### config.mk
export PLATFORM = sky130hd
export DESIGN_NAME = mem_stage_ctrl
export DESIGN_NICKNAME = d
export VERILOG_FILES = /design/src/rtl/mem_stage_ctrl.sv
export SDC_FILE = /design/constraint.sdc
export NUM_CORES = 1
export LEC_CHECK = 0
export CAP_MARGIN = 20
export CORE_MARGIN = 1
export CORE_UTILIZATION = 39
export DETAILED_ROUTE_END_ITERATION = 16
export GPL_TIMING_DRIVEN = 0
export PLACE_DENSITY_LB_ADDON = 0.3
export SETUP_SLACK_MARGIN = 0.4
export SLEW_MARGIN = 5
export SYNTH_ARGS = -nofsm -noshare
export SYNTH_HDL_FRONTEND = slang
export SYNTH_SLANG_ARGS = --single-unit
### constraint.sdc
create_clock -name clk -period 3.5 [get_ports clk]
set_input_delay 0.7 -clock clk [delete_from_list [all_inputs] [get_ports clk]]
set_output_delay 0.7 -clock clk [all_outputs]
set_load 0.03 [all_outputs]
### src/rtl/mem_stage_ctrl.sv
// mem_stage_ctrl
//   Pipeline sequencer for the 5-stage core around the EX/MEM register.
//   Freezes the pipe during multi-cycle data-memory accesses (with a timeout
//   abort), redirects/flushes on taken branch or jump, and inserts a one-cycle
//   bubble on a load-use hazard.
//   Optional feature: define STALL_CNT_EN to build the saturating
//   stall_cycles counter; otherwise stall_cycles is tied to 0.
module mem_stage_ctrl #(
    parameter int MEM_TIMEOUT = 16,  // >= 2
    parameter int CNT_W       = 16
) (
    input  logic             clk,
    input  logic             rst_n,
    input  logic             MemRead_MEM,
    input  logic             MemWrite_MEM,
    input  logic             Branch_MEM,
    input  logic             Zero_MEM,
    input  logic             Jump_MEM,
    input  logic             mem_ack,
    input  logic             MemRead_EX,
    input  logic [4:0]       Write_register_EX,
    input  logic [4:0]       Rs_ID,
    input  logic [4:0]       Rt_ID,
    output logic             mem_req,
    output logic             pc_en,
    output logic             if_id_en,
    output logic             id_ex_en,
    output logic             ex_mem_en,
    output logic             mem_wb_en,
    output logic             pc_src_sel,
    output logic             if_id_flush,
    output logic             id_ex_flush,
    output logic             ex_mem_flush,
    output logic             mem_err,
    output logic [CNT_W-1:0] stall_cycles
);

    localparam logic [1:0] S_RUN      = 2'd0;
    localparam logic [1:0] S_MEM_WAIT = 2'd1;
    localparam logic [1:0] S_DRAIN    = 2'd2;

    localparam int             WCW     = $clog2(MEM_TIMEOUT);
    localparam logic [WCW-1:0] WC_LAST = WCW'(MEM_TIMEOUT - 1);

    logic [1:0]     r_state;
    logic [WCW-1:0] r_wait_cnt;
    logic           r_mem_err;

    logic [1:0]     w_state_nxt;
    logic [WCW-1:0] w_wait_nxt;
    logic           w_timeout;
    logic           w_advance;  // pipe is allowed to move this cycle
    logic           w_acc;
    logic           w_redir;
    logic           w_lu;

    assign w_acc   = MemRead_MEM | MemWrite_MEM;
    assign w_redir = (Branch_MEM & Zero_MEM) | Jump_MEM;
    assign w_lu    = MemRead_EX && (Write_register_EX != 5'd0) &&
                     ((Write_register_EX == Rs_ID) || (Write_register_EX == Rt_ID));

    // Next-state logic and combinational stage controls from state + inputs.
    always_comb begin
        // NOTE: every signal gets a default first so no path leaves it unassigned (no latches).
        w_state_nxt  = r_state;
        w_wait_nxt   = r_wait_cnt;
        w_timeout    = 1'b0;
        w_advance    = 1'b0;
        mem_req      = 1'b0;
        pc_en        = 1'b0;
        if_id_en     = 1'b0;
        id_ex_en     = 1'b0;
        ex_mem_en    = 1'b0;
        mem_wb_en    = 1'b0;
        pc_src_sel   = 1'b0;
        if_id_flush  = 1'b0;
        id_ex_flush  = 1'b0;
        ex_mem_flush = 1'b0;

        case (r_state)
            S_RUN: begin
                mem_req = w_acc;
                if (w_acc && !mem_ack) begin
                    // Multi-cycle access starts: freeze now, count this cycle as 1.
                    w_state_nxt = S_MEM_WAIT;
                    w_wait_nxt  = WCW'(1);
                end else begin
                    w_advance = 1'b1;
                end
            end
            S_MEM_WAIT: begin
                mem_req = 1'b1;
                if (mem_ack) begin
                    // Release the freeze in the ack cycle; a pending redirect issues now.
                    w_advance   = 1'b1;
                    w_state_nxt = S_RUN;
                    w_wait_nxt  = '0;
                end else if (r_wait_cnt == WC_LAST) begin
                    // Abort: kill the stuck access and go drain the front end.
                    w_timeout    = 1'b1;
                    ex_mem_flush = 1'b1;
                    w_state_nxt  = S_DRAIN;
                    w_wait_nxt   = '0;
                end else begin
                    w_wait_nxt = r_wait_cnt + 1'b1;
                end
            end
            S_DRAIN: begin
                // One cycle of bubbles behind the aborted access; PC holds.
                if_id_en     = 1'b1;
                id_ex_en     = 1'b1;
                ex_mem_en    = 1'b1;
                mem_wb_en    = 1'b1;
                if_id_flush  = 1'b1;
                id_ex_flush  = 1'b1;
                ex_mem_flush = 1'b1;
                w_state_nxt  = S_RUN;
            end
            default: begin
                w_state_nxt = S_RUN;
                w_wait_nxt  = '0;
            end
        endcase

        if (w_advance) begin
            pc_en     = 1'b1;
            if_id_en  = 1'b1;
            id_ex_en  = 1'b1;
            ex_mem_en = 1'b1;
            mem_wb_en = 1'b1;
            if (w_redir) begin
                // Redirect wins; the load-use instruction is flushed anyway.
                pc_src_sel   = 1'b1;
                if_id_flush  = 1'b1;
                id_ex_flush  = 1'b1;
                ex_mem_flush = 1'b1;
            end else if (w_lu) begin
                pc_en       = 1'b0;
                if_id_en    = 1'b0;
                id_ex_flush = 1'b1;
            end
        end

        // Outputs are held inactive while reset is asserted.
        if (!rst_n) begin
            mem_req      = 1'b0;
            pc_en        = 1'b0;
            if_id_en     = 1'b0;
            id_ex_en     = 1'b0;
            ex_mem_en    = 1'b0;
            mem_wb_en    = 1'b0;
            pc_src_sel   = 1'b0;
            if_id_flush  = 1'b0;
            id_ex_flush  = 1'b0;
            ex_mem_flush = 1'b0;
        end
    end

    // State, wait counter and registered timeout pulse.
    always_ff @(posedge clk or negedge rst_n) begin
        if (!rst_n) begin
            r_state    <= S_RUN;
            r_wait_cnt <= '0;
            r_mem_err  <= 1'b0;
        end else begin
            // NOTE: non-blocking assignments so all flops sample pre-edge values together.
            r_state    <= w_state_nxt;
            r_wait_cnt <= w_wait_nxt;
            r_mem_err  <= w_timeout;
        end
    end

    assign mem_err = r_mem_err;

`ifdef STALL_CNT_EN
    logic [CNT_W-1:0] r_stall_cycles;

    // Saturating count of cycles in which the PC did not advance.
    always_ff @(posedge clk or negedge rst_n) begin
        if (!rst_n) begin
            r_stall_cycles <= '0;
        end else if (!pc_en && (r_stall_cycles != {CNT_W{1'b1}})) begin
            r_stall_cycles <= r_stall_cycles + 1'b1;
        end
    end

    assign stall_cycles = r_stall_cycles;
`else
    assign stall_cycles = '0;
`endif

endmodule

==> results of run 1 <==
timing repair:
item / in CTS / in global routing
endpoints found under the setup margin: 10 / 7
endpoints found under the hold margin: 0 / 0
gates resized for setup: 17 / 9
pin swaps: 0 / 0
hold buffers: 0 / 0
cloned: 0 / 0
registers in the layout, indices dropped and copies added, names as in the netlist:
name	flops
r_state	2
r_wait_cnt	4
mem_err	1
cells in the mapped netlist, types with 2 or more instances:
master / number / area share, %
a21oi_1: 8 / 5.1
buf_4: 18 / 17
dfrtp_1: 7 / 22
ha_1: 4 / 6.3
inv_1: 5 / 2.4
nand2_1: 10 / 4.8
nand3_1: 5 / 3.2
nor2_1: 5 / 2.4
o21a_1: 3 / 2.9
o21ai_0: 3 / 1.9
o22ai_1: 2 / 1.6
xnor2_1: 10 / 11
report_power, final:
group / internal (uW) / total (uW) / switching, uW / leakage, uW
Combinational: 135 / 323 / 188 / 0.000495
Clock: 43.7 / 76.0 / 32.3 / 0.0000150
Sequential: 99.9 / 122 / 21.9 / 0.0000929
cells in the final DEF, fill, tap and decap left out, drive strengths merged:
master and n:
a21bo 1, a21o 1, a21oi 9, a31oi 1, buf 19, clkbuf 7, clkdlybuf4s50 24, conb 16
dfrtp 7, dlygate4sd2 6, ha 4, inv 6, nand2 10, nand2b 1, nand3 5, nand4b 1
nor2 6, nor2b 1, nor4b 1, o211a 1, o211ai 1, o21a 3, o21ai 4, o21ba 1
o21bai 1, o22ai 2, o2bb2ai 1, o32a 1, or4 1, xnor2 10
final cells by class:
type | instances | area (sq um) | area share [%]
plain buffers | 18 | 135 | 11.1
clock buffers | 4 | 26.3 | 2.15
inverters | 6 | 22.5 | 1.84
multi-input cells | 83 | 517 | 42.3
flip-flops and latches | 7 | 175 | 14.3
well taps | 25 | 31.3 | 2.56
repair buffers | 34 | 315 | 25.8
per-layer routing:
metal	track usage (%)	vias up	wire (um)
met3	3.85	4	178
met2	29.7	39	877
met1	21.2	357	743
met5	0	-	0
met4	11.4	0	32
li1	-	412	-
worst paths after layout:
kind / to / slack, ns / cells after the start
max: if_id_en / 0.41 / 6
min: r_wait_cnt[3]$_DFFE_PN0P_ / 0.51 / 1
max reg2reg: r_wait_cnt[2]$_DFFE_PN0P_ / 1.97 / 5
min reg2reg: r_wait_cnt[3]$_DFFE_PN0P_ / 0.51 / 1
max in group asynchronous: mem_err$_DFF_PN0_ / 2.60 / 1
min in group asynchronous: r_wait_cnt[2]$_DFFE_PN0P_ / 0.53 / 1
logic make-up after synthesis:
logic type	Yosys count
XOR/XNOR	10
flip-flops	7
AND/OR/NAND/NOR	26
adder cells (fa/ha/maj)	4
other	1
buffers and inverters	24
AO/OA/AOI/OAI	27
per-stage QoR:
step / std cells / util [%] / cell area, sq um
2_1_floorplan: 114 / - / 845
3_3_place_gp: 173 / 67.5 / 1220
3_5_place_dp: 173 / 67.5 / 1220
4_1_cts: 177 / 68.1 / 1230
5_1_grt: 177 / 67.8 / 1220
6_report: 177 / 67.8 / 1220
==> impl_metrics.toml, run 1 <==
[outcome]
status = "finished clean"

[yosys]
ys_seq_elements = 7
synth_top_family_by_area = "compound AO/OA/AOI/OAI gates"
synth_fa_ha_area_share_pct = 6.35
ys.flop_type = "dfrtp_1"
avgSynthCellArea_sq_um = 7.96
synth_enable_flop_cells = 0
synth-simple-area-share_pct = 16.3
yosysWarnings = 0
async_reset_ff_share_pct = 100
synthCells = 99
synth.area.mux_share_pct = 0
yosys.area_share.xor_xnor_pct = 11.1
synthDistinctLibCells = 31
synth_compound_area_share_pct = 23.5
seq_area_frac_synth_pct = 22.2
syn_area_sq_um = 788

[clock_network]
cts_buffers = 3
cts_root_buf = "clkbuf_4"
post_cts_buffers = 0
cts_tree = "built"
cts.sinks = 7
cts.htree.levels = 1
clkSlewWorstSetupHoldPaths_ns = 0.06
ctsLongestPathBuffers = 2
clkLatencyLatePin_ns = 0.26

[setup_path]
crit_chain = "clkdlybuf4s50_1, or4_4, o21ai_2, nor2_1, a31oi_1, clkbuf_2"
critPathKind = "input pin to primary output"
cp.required_ns = 2.80
critPathSlowestCell = "or4_4"
crit_start = "Write_register_EX[1]"
r2r-start = "r_state[0]$_DFFE_PN0P_"
cp-start-kind = "input pin"
crit_buf_inv = 2
cp_slowest_stage_delay_ns = 0.56
path_delay_family = "buffers and inverters"
worstSetupEndpointType = "primary output"
cp_max_fo = 3
cp.arrival_ns = 2.39

[floorplanning]
ioPinCount = 51
die_w_um = 47.0
coreArea_sq_um = 1800
initial_core_util_pct = 43.7
die_h_um = 47.0
row_count = 15
dieArea_sq_um = 2200

[final_layout]
antenna_cells = 0
drive_gt1_share_pct = 20.4
area_growth_syn_to_layout_pct = 55.1
nFillCells = 166
finalNetCount = 181

[sta]
fmax_ghz = 0.323
layout_min_cycle_time_ns = 3.09
finalSetupTns_ns = 0
rsz0062_at_grt = "yes"
hold_viol = 0
worst_pin_slew_ns = 0.546
min_period_over_period_pct = 88.4
holdWs_ns = 0.513
fin_ws_ns = 0.406
clock_skew_ns = 0.00522
slew_headroom_pct = 63.6
slew_viol_final = 0
finalSetupViolations = 0

[power_and_ir_drop]
finalPower_uw = 521
leakage_uw = 0.000602
ir_drop_mv = 0.196
power.density_nw_per_um2 = 426

[drt]
via_per_inst = 4.59
first_iter_violations = 10
wirelength_mm = 1.83
first_pass_iters = 2
ant_nets = 0
vias = 812
drc = 0
wl_per_cell_um = 10.3

[job]
cap_violations = 0

[hold_path]
min_from = "r_wait_cnt[3]$_DFFE_PN0P_"
hold_class = "register to register"

[global_routing]
antenna_found_initial = 0
gr-total-overflow = 0
grt_pass1_vias = 755
grt_pass1_wl_mm = 2.83
grtUsageTotal_pct = 18.0
grt_max_degree = 16

[place]
io_buffers = 34
dp_slack_ns = -0.0563
place_hpwl_mm = 1.55
place_congestion = 0.772
(Power assumes the default switching activity.)
==> inputs of run 2 (changes only) <==
--- a/config.mk
+++ b/config.mk
@@ -6,10 +6,9 @@
 export NUM_CORES = 1
 export LEC_CHECK = 0
 export CAP_MARGIN = 20
-export CORE_MARGIN = 1
+export CORE_MARGIN = 4
 export CORE_UTILIZATION = 39
 export DETAILED_ROUTE_END_ITERATION = 16
-export GPL_TIMING_DRIVEN = 0
 export PLACE_DENSITY_LB_ADDON = 0.3
 export SETUP_SLACK_MARGIN = 0.4
 export SLEW_MARGIN = 5
==> impl_metrics.toml, run 2 (synthesis gave the netlist of run 1 again) <==
[setup_path]
cp_max_fo = 2
critPathSlowestCell = "or4_4"
crit_chain = "clkdlybuf4s50_1, or4_4, o21ai_2, nor4b_1, a21bo_1, clkdlybuf4s15_2"
critPathKind = "input pin to primary output"
worst_r2r_endpoint = "r_state[0]$_DFFE_PN0P_"
path_delay_family = "buffers and inverters"
cp_slowest_stage_delay_ns = 0.54
worstSetupEndpointType = "primary output"
r2r_cells = 6
r2r-start = "r_state[1]$_DFFE_PN0P_"
rrSetupSlack_ns = 1.97
crit_buf_inv = 2
cp.arrival_ns = 2.32
cp-start-kind = "input pin"
cp.required_ns = 2.80

[clock_network]
clkLatencyLatePin_ns = 0.26
cts.htree.levels = 1
cts_buffers = 3
ctsLongestPathBuffers = 2
clkSlewWorstSetupHoldPaths_ns = 0.05
post_cts_buffers = 0
cts.sinks = 7
cts_tree = "built"
cts_root_buf = "clkbuf_4"

[sta]
finalSetupViolations = 0
min_period_over_period_pct = 86.4
rsz0062_at_grt = "no"
clock_skew_ns = 0.00407
finalSetupTns_ns = 0
hold_viol = 0
slew_viol_final = 0
layout_min_cycle_time_ns = 3.02
fmax_ghz = 0.331

[final_layout]
seqCellArea_sq_um = 175
finalNetCount = 168
fin_util_pct = 62.5
drive_gt1_share_pct = 11.5
fin_cells = 164
nFillCells = 174
largest_register_ffs = 4
multi_input_comb_area_sq_um = 517
antenna_cells = 0
top_register = "r_wait_cnt"
final_common_cell = "clkdlybuf4s50_1"
area_growth_syn_to_layout_pct = 44.3
final_cell_mix = "24 x clkdlybuf4s50_1, 16 x conb_1, 10 x nand2_1, 10 x xnor2_1, 8 x a21oi_1"

[drt]
first_pass_iters = 4
wl_met1_um = 757
route.met2.wl_um = 928
vias = 792
dr.max_layer_used = "met4"
dr_wl_met3_um = 218
wirelength_mm = 1.94
drc = 0
ant_nets = 0
wl_per_cell_um = 11.8
via_per_inst = 4.83
first_iter_violations = 18

[floorplanning]
initial_core_util_pct = 43.3
die_h_um = 53.0
coreArea_sq_um = 1820
ioPinCount = 51
row_count = 15
die_w_um = 53.0
dieArea_sq_um = 2800

[global_routing]
gr-total-overflow = 0
grt_pass1_vias = 788
grt_pass1_wl_mm = 3.16
grtUsageTotal_pct = 15.3
antenna_found_initial = 0
grt_max_degree = 11

[power_and_ir_drop]
ir_drop_mv = 0.211
leakage_uw = 0.000543
power.density_nw_per_um2 = 446

[job]
cap_violations = 0

[place]
place_hpwl_mm = 1.63
io_buffers = 34
placedCellCount = 160
place_congestion = 0.830

[outcome]
status = "finished clean"

[hold_path]
min_delay_path_depth = 1
hold-path-endpoint = "r_wait_cnt[3]$_DFFE_PN0P_"
hold_class = "register to register"
min_from = "r_wait_cnt[3]$_DFFE_PN0P_"
[run 2: cell count changes in the layout (fill, tap and decap cells not counted), sizes merged]
cell,before,now
buf,19,6
clkbuf,7,5
clkdlybuf4s15,0,2
dlygate4sd2,6,5
dlymetal6s2s,0,1
[run 2: worst max-delay path by stage]
stage,startpoint,depth (start not counted),to
2_1_floorplan,Write_register_EX[1],4,if_id_en
3_3_place_gp,Write_register_EX[1],6,if_id_en
3_5_place_dp,Write_register_EX[1],6,if_id_en
4_1_cts,Write_register_EX[1],6,if_id_en
5_1_grt,mem_ack,8,id_ex_flush
6_report,Write_register_EX[1],6,id_ex_flush
[run 2: report_power, final]
part	switching, uW	total, uW	leakage [uW]	internal, uW
logic	184	308	0.000435	123
clock network	34.0	77.8	0.0000150	43.8
registers	21.8	122	0.0000929	99.9
total	240	507	0.000543	267
[run 2: cell type report]
cell class	instances	share of cell area, %
multi-input cells	83	45.4
repair buffers	39	32.1
flip-flops and latches	7	15.4
well taps	25	2.75
clock buffers	4	2.31
inverters	6	1.98
[run 2: through the flow]
step,worst slack [ns],power (uW),hold WS (ns),area [sq um]
4_1_cts,0.356,506,0.517,1140
3_3_place_gp,0.0835,432,0.505,1120
6_report,0.477,507,0.512,1140
3_5_place_dp,0.0740,439,0.503,1120
2_1_floorplan,0.852,348,0.404,845
5_1_grt,0.379,548,0.557,1140
[run 2: per-layer routing]
metal | global-route usage, % | up-vias
met5 | 0 | -
li1 | - | 385
met3 | 4.79 | 5
met4 | 9.36 | 0
met1 | 16.9 | 366
met2 | 25.4 | 36
[run 2: repair_timing]
item	CTS	global route
setup endpoints to repair	9	6
hold buffers	0	0
resized for setup	13	8
cloned	0	0
==> inputs of run 3 (changes only) <==
--- a/config.mk
+++ b/config.mk
@@ -9,7 +9,7 @@
 export CORE_MARGIN = 4
 export CORE_UTILIZATION = 39
 export DETAILED_ROUTE_END_ITERATION = 16
-export PLACE_DENSITY_LB_ADDON = 0.3
+export PLACE_DENSITY = 0.86
 export SETUP_SLACK_MARGIN = 0.4
 export SLEW_MARGIN = 5
 export SYNTH_ARGS = -nofsm -noshare
==> constraint.sdc (replaced) <==
create_clock -name clk -period 3.5 [get_ports clk]
set_input_delay 0.875 -clock clk [delete_from_list [all_inputs] [get_ports clk]]
set_output_delay 0.875 -clock clk [all_outputs]
set_load 0.03 [all_outputs]
==> impl_metrics.toml, run 3 (synthesis gave the netlist of run 1 again) <==
[clock_network]
cts_tree = "built"
clkSlewWorstSetupHoldPaths_ns = 0.05
hold_buffers = 0
cts.htree.levels = 1
post_cts_buffers = 0
cts.sinks = 7
clkLatencyLatePin_ns = 0.25
cts_buffers = 3
ctsLongestPathBuffers = 2
cts_root_buf = "clkbuf_4"

[place]
place_area_sq_um = 1070
placedCellCount = 157
place_hpwl_mm = 1.71
dp_slack_ns = 0.151
io_buffers = 34
place_congestion = 0.851

[setup_path]
critPathKind = "input pin to primary output"
cp-start-kind = "input pin"
cp.arrival_ns = 2.19
r2r-start = "r_state[1]$_DFFE_PN0P_"
cp.required_ns = 2.62
crit_start = "Write_register_EX[1]"
crit_buf_inv = 2
worstSetupEndpointType = "primary output"
path_delay_family = "simple AND/OR/NAND/NOR gates"
cp_max_fo = 3
critPathSlowestCell = "or4_4"
cp_slowest_stage_delay_ns = 0.54
crit_chain = "clkdlybuf4s15_2, or4_4, o21ai_4, nor4b_2, a21bo_1, buf_4"

[hold_path]
hold_class = "input pin to asynchronous set/reset pin"

[final_layout]
final_cell_mix = "16 x conb_1, 15 x clkdlybuf4s50_1, 11 x buf_4"
finalNetCount = 165
drive_gt1_share_pct = 19.9
top_register = "r_wait_cnt"
fin_area_sq_um = 1130
largest_register_ffs = 4
area_growth_syn_to_layout_pct = 43.7
antenna_cells = 0
fin_cells = 161
final_common_cell = "conb_1"

[sta]
fin_ws_ns = 0.436
min_period_over_period_pct = 87.5
finalSetupTns_ns = 0
clock_skew_ns = 0.00207
slew_viol_final = 0
rsz0062_at_grt = "yes"
hold_viol = 0
fmax_ghz = 0.326
layout_min_cycle_time_ns = 3.06
finalSetupViolations = 0

[power_and_ir_drop]
leakage_uw = 0.000555
power.density_nw_per_um2 = 454
finalPower_uw = 514
ir_drop_mv = 0.206

[floorplanning]
die_w_um = 53.0
dieArea_sq_um = 2800
die_h_um = 53.0
row_count = 15
ioPinCount = 51
initial_core_util_pct = 43.3
coreArea_sq_um = 1820

[global_routing]
grtUsageTotal_pct = 15.7
gr-total-overflow = 0
grt_pass1_vias = 725
grt_max_degree = 11
grt_pass1_wl_mm = 3.22
antenna_found_initial = 0

[job]
cap_violations = 0

[drt]
vias = 781
via_per_inst = 4.85
drc = 0
ant_nets = 0
wirelength_mm = 2.08
first_iter_violations = 19
first_pass_iters = 4
wl_per_cell_um = 12.9

[outcome]
status = "finished clean"
## run 3: cell count changes in the layout (fill, tap and decap cells not counted), moves of 2 or more
cell / previous run / this run
dlygate4sd2_1: 5 / 3
clkdlybuf4s50_1: 24 / 15
dlymetal6s2s_1: 1 / 4
buf_4: 5 / 11
## run 3: final cells by class
type | instances | area (sq um)
Sequential cell | 7 | 175
Inverter | 6 | 22.5
Timing Repair Buffer | 36 | 330
Fill cell | 154 | 688
Multi-Input combinational cell | 83 | 547
Clock buffer | 4 | 26.3
Tap cell | 25 | 31.3
## run 3: through the flow
step                      hold WS [ns]  utilization (%)
after CTS                        0.523             60.5
after floorplan                  0.468                -
after detailed placement         0.521             59.0
after global placement           0.497             59.0
after global routing             0.473             62.2
final                            0.471             62.2
## run 3: metal layers
layer | track usage [%] | wire length [um] | vias up
met5 | 0 | 0 | -
met4 | 3.83 | 8 | 0
met3 | 4.23 | 156 | 2
met2 | 28.5 | 1120 | 33
met1 | 17.9 | 794 | 364
li1 | - | - | 382
## run 3: power breakdown
group | internal, uW | switching [uW] | total (uW)
Clock | 43.6 | 31.5 | 75.1
Combinational | 129 | 190 | 318
Sequential | 99.9 | 20.6 | 120
Total | 272 | 242 | 514
## run 3: final timing paths
| check | end | slack [ns] | cells after the start |
|---|---|---|---|
| setup / recovery | id_ex_flush | 0.44 | 6 |
| hold / removal | mem_err$_DFF_PN0_ | 0.47 | 1 |
| setup reg to reg | r_state[0]$_DFFE_PN0P_ | 1.97 | 6 |
| hold reg to reg | r_wait_cnt[3]$_DFFE_PN0P_ | 0.53 | 1 |
| max in group asynchronous | r_wait_cnt[1]$_DFFE_PN0P_ | 2.61 | 2 |
| min in group clk | r_wait_cnt[3]$_DFFE_PN0P_ | 0.53 | 1 |
## run 3: timing repair
action / CTS / global route
gates resized for setup: 11 / 12
pin swaps: 1 / 5
hold endpoints to repair: 0 / 0
endpoints found under the setup margin: 8 / 7
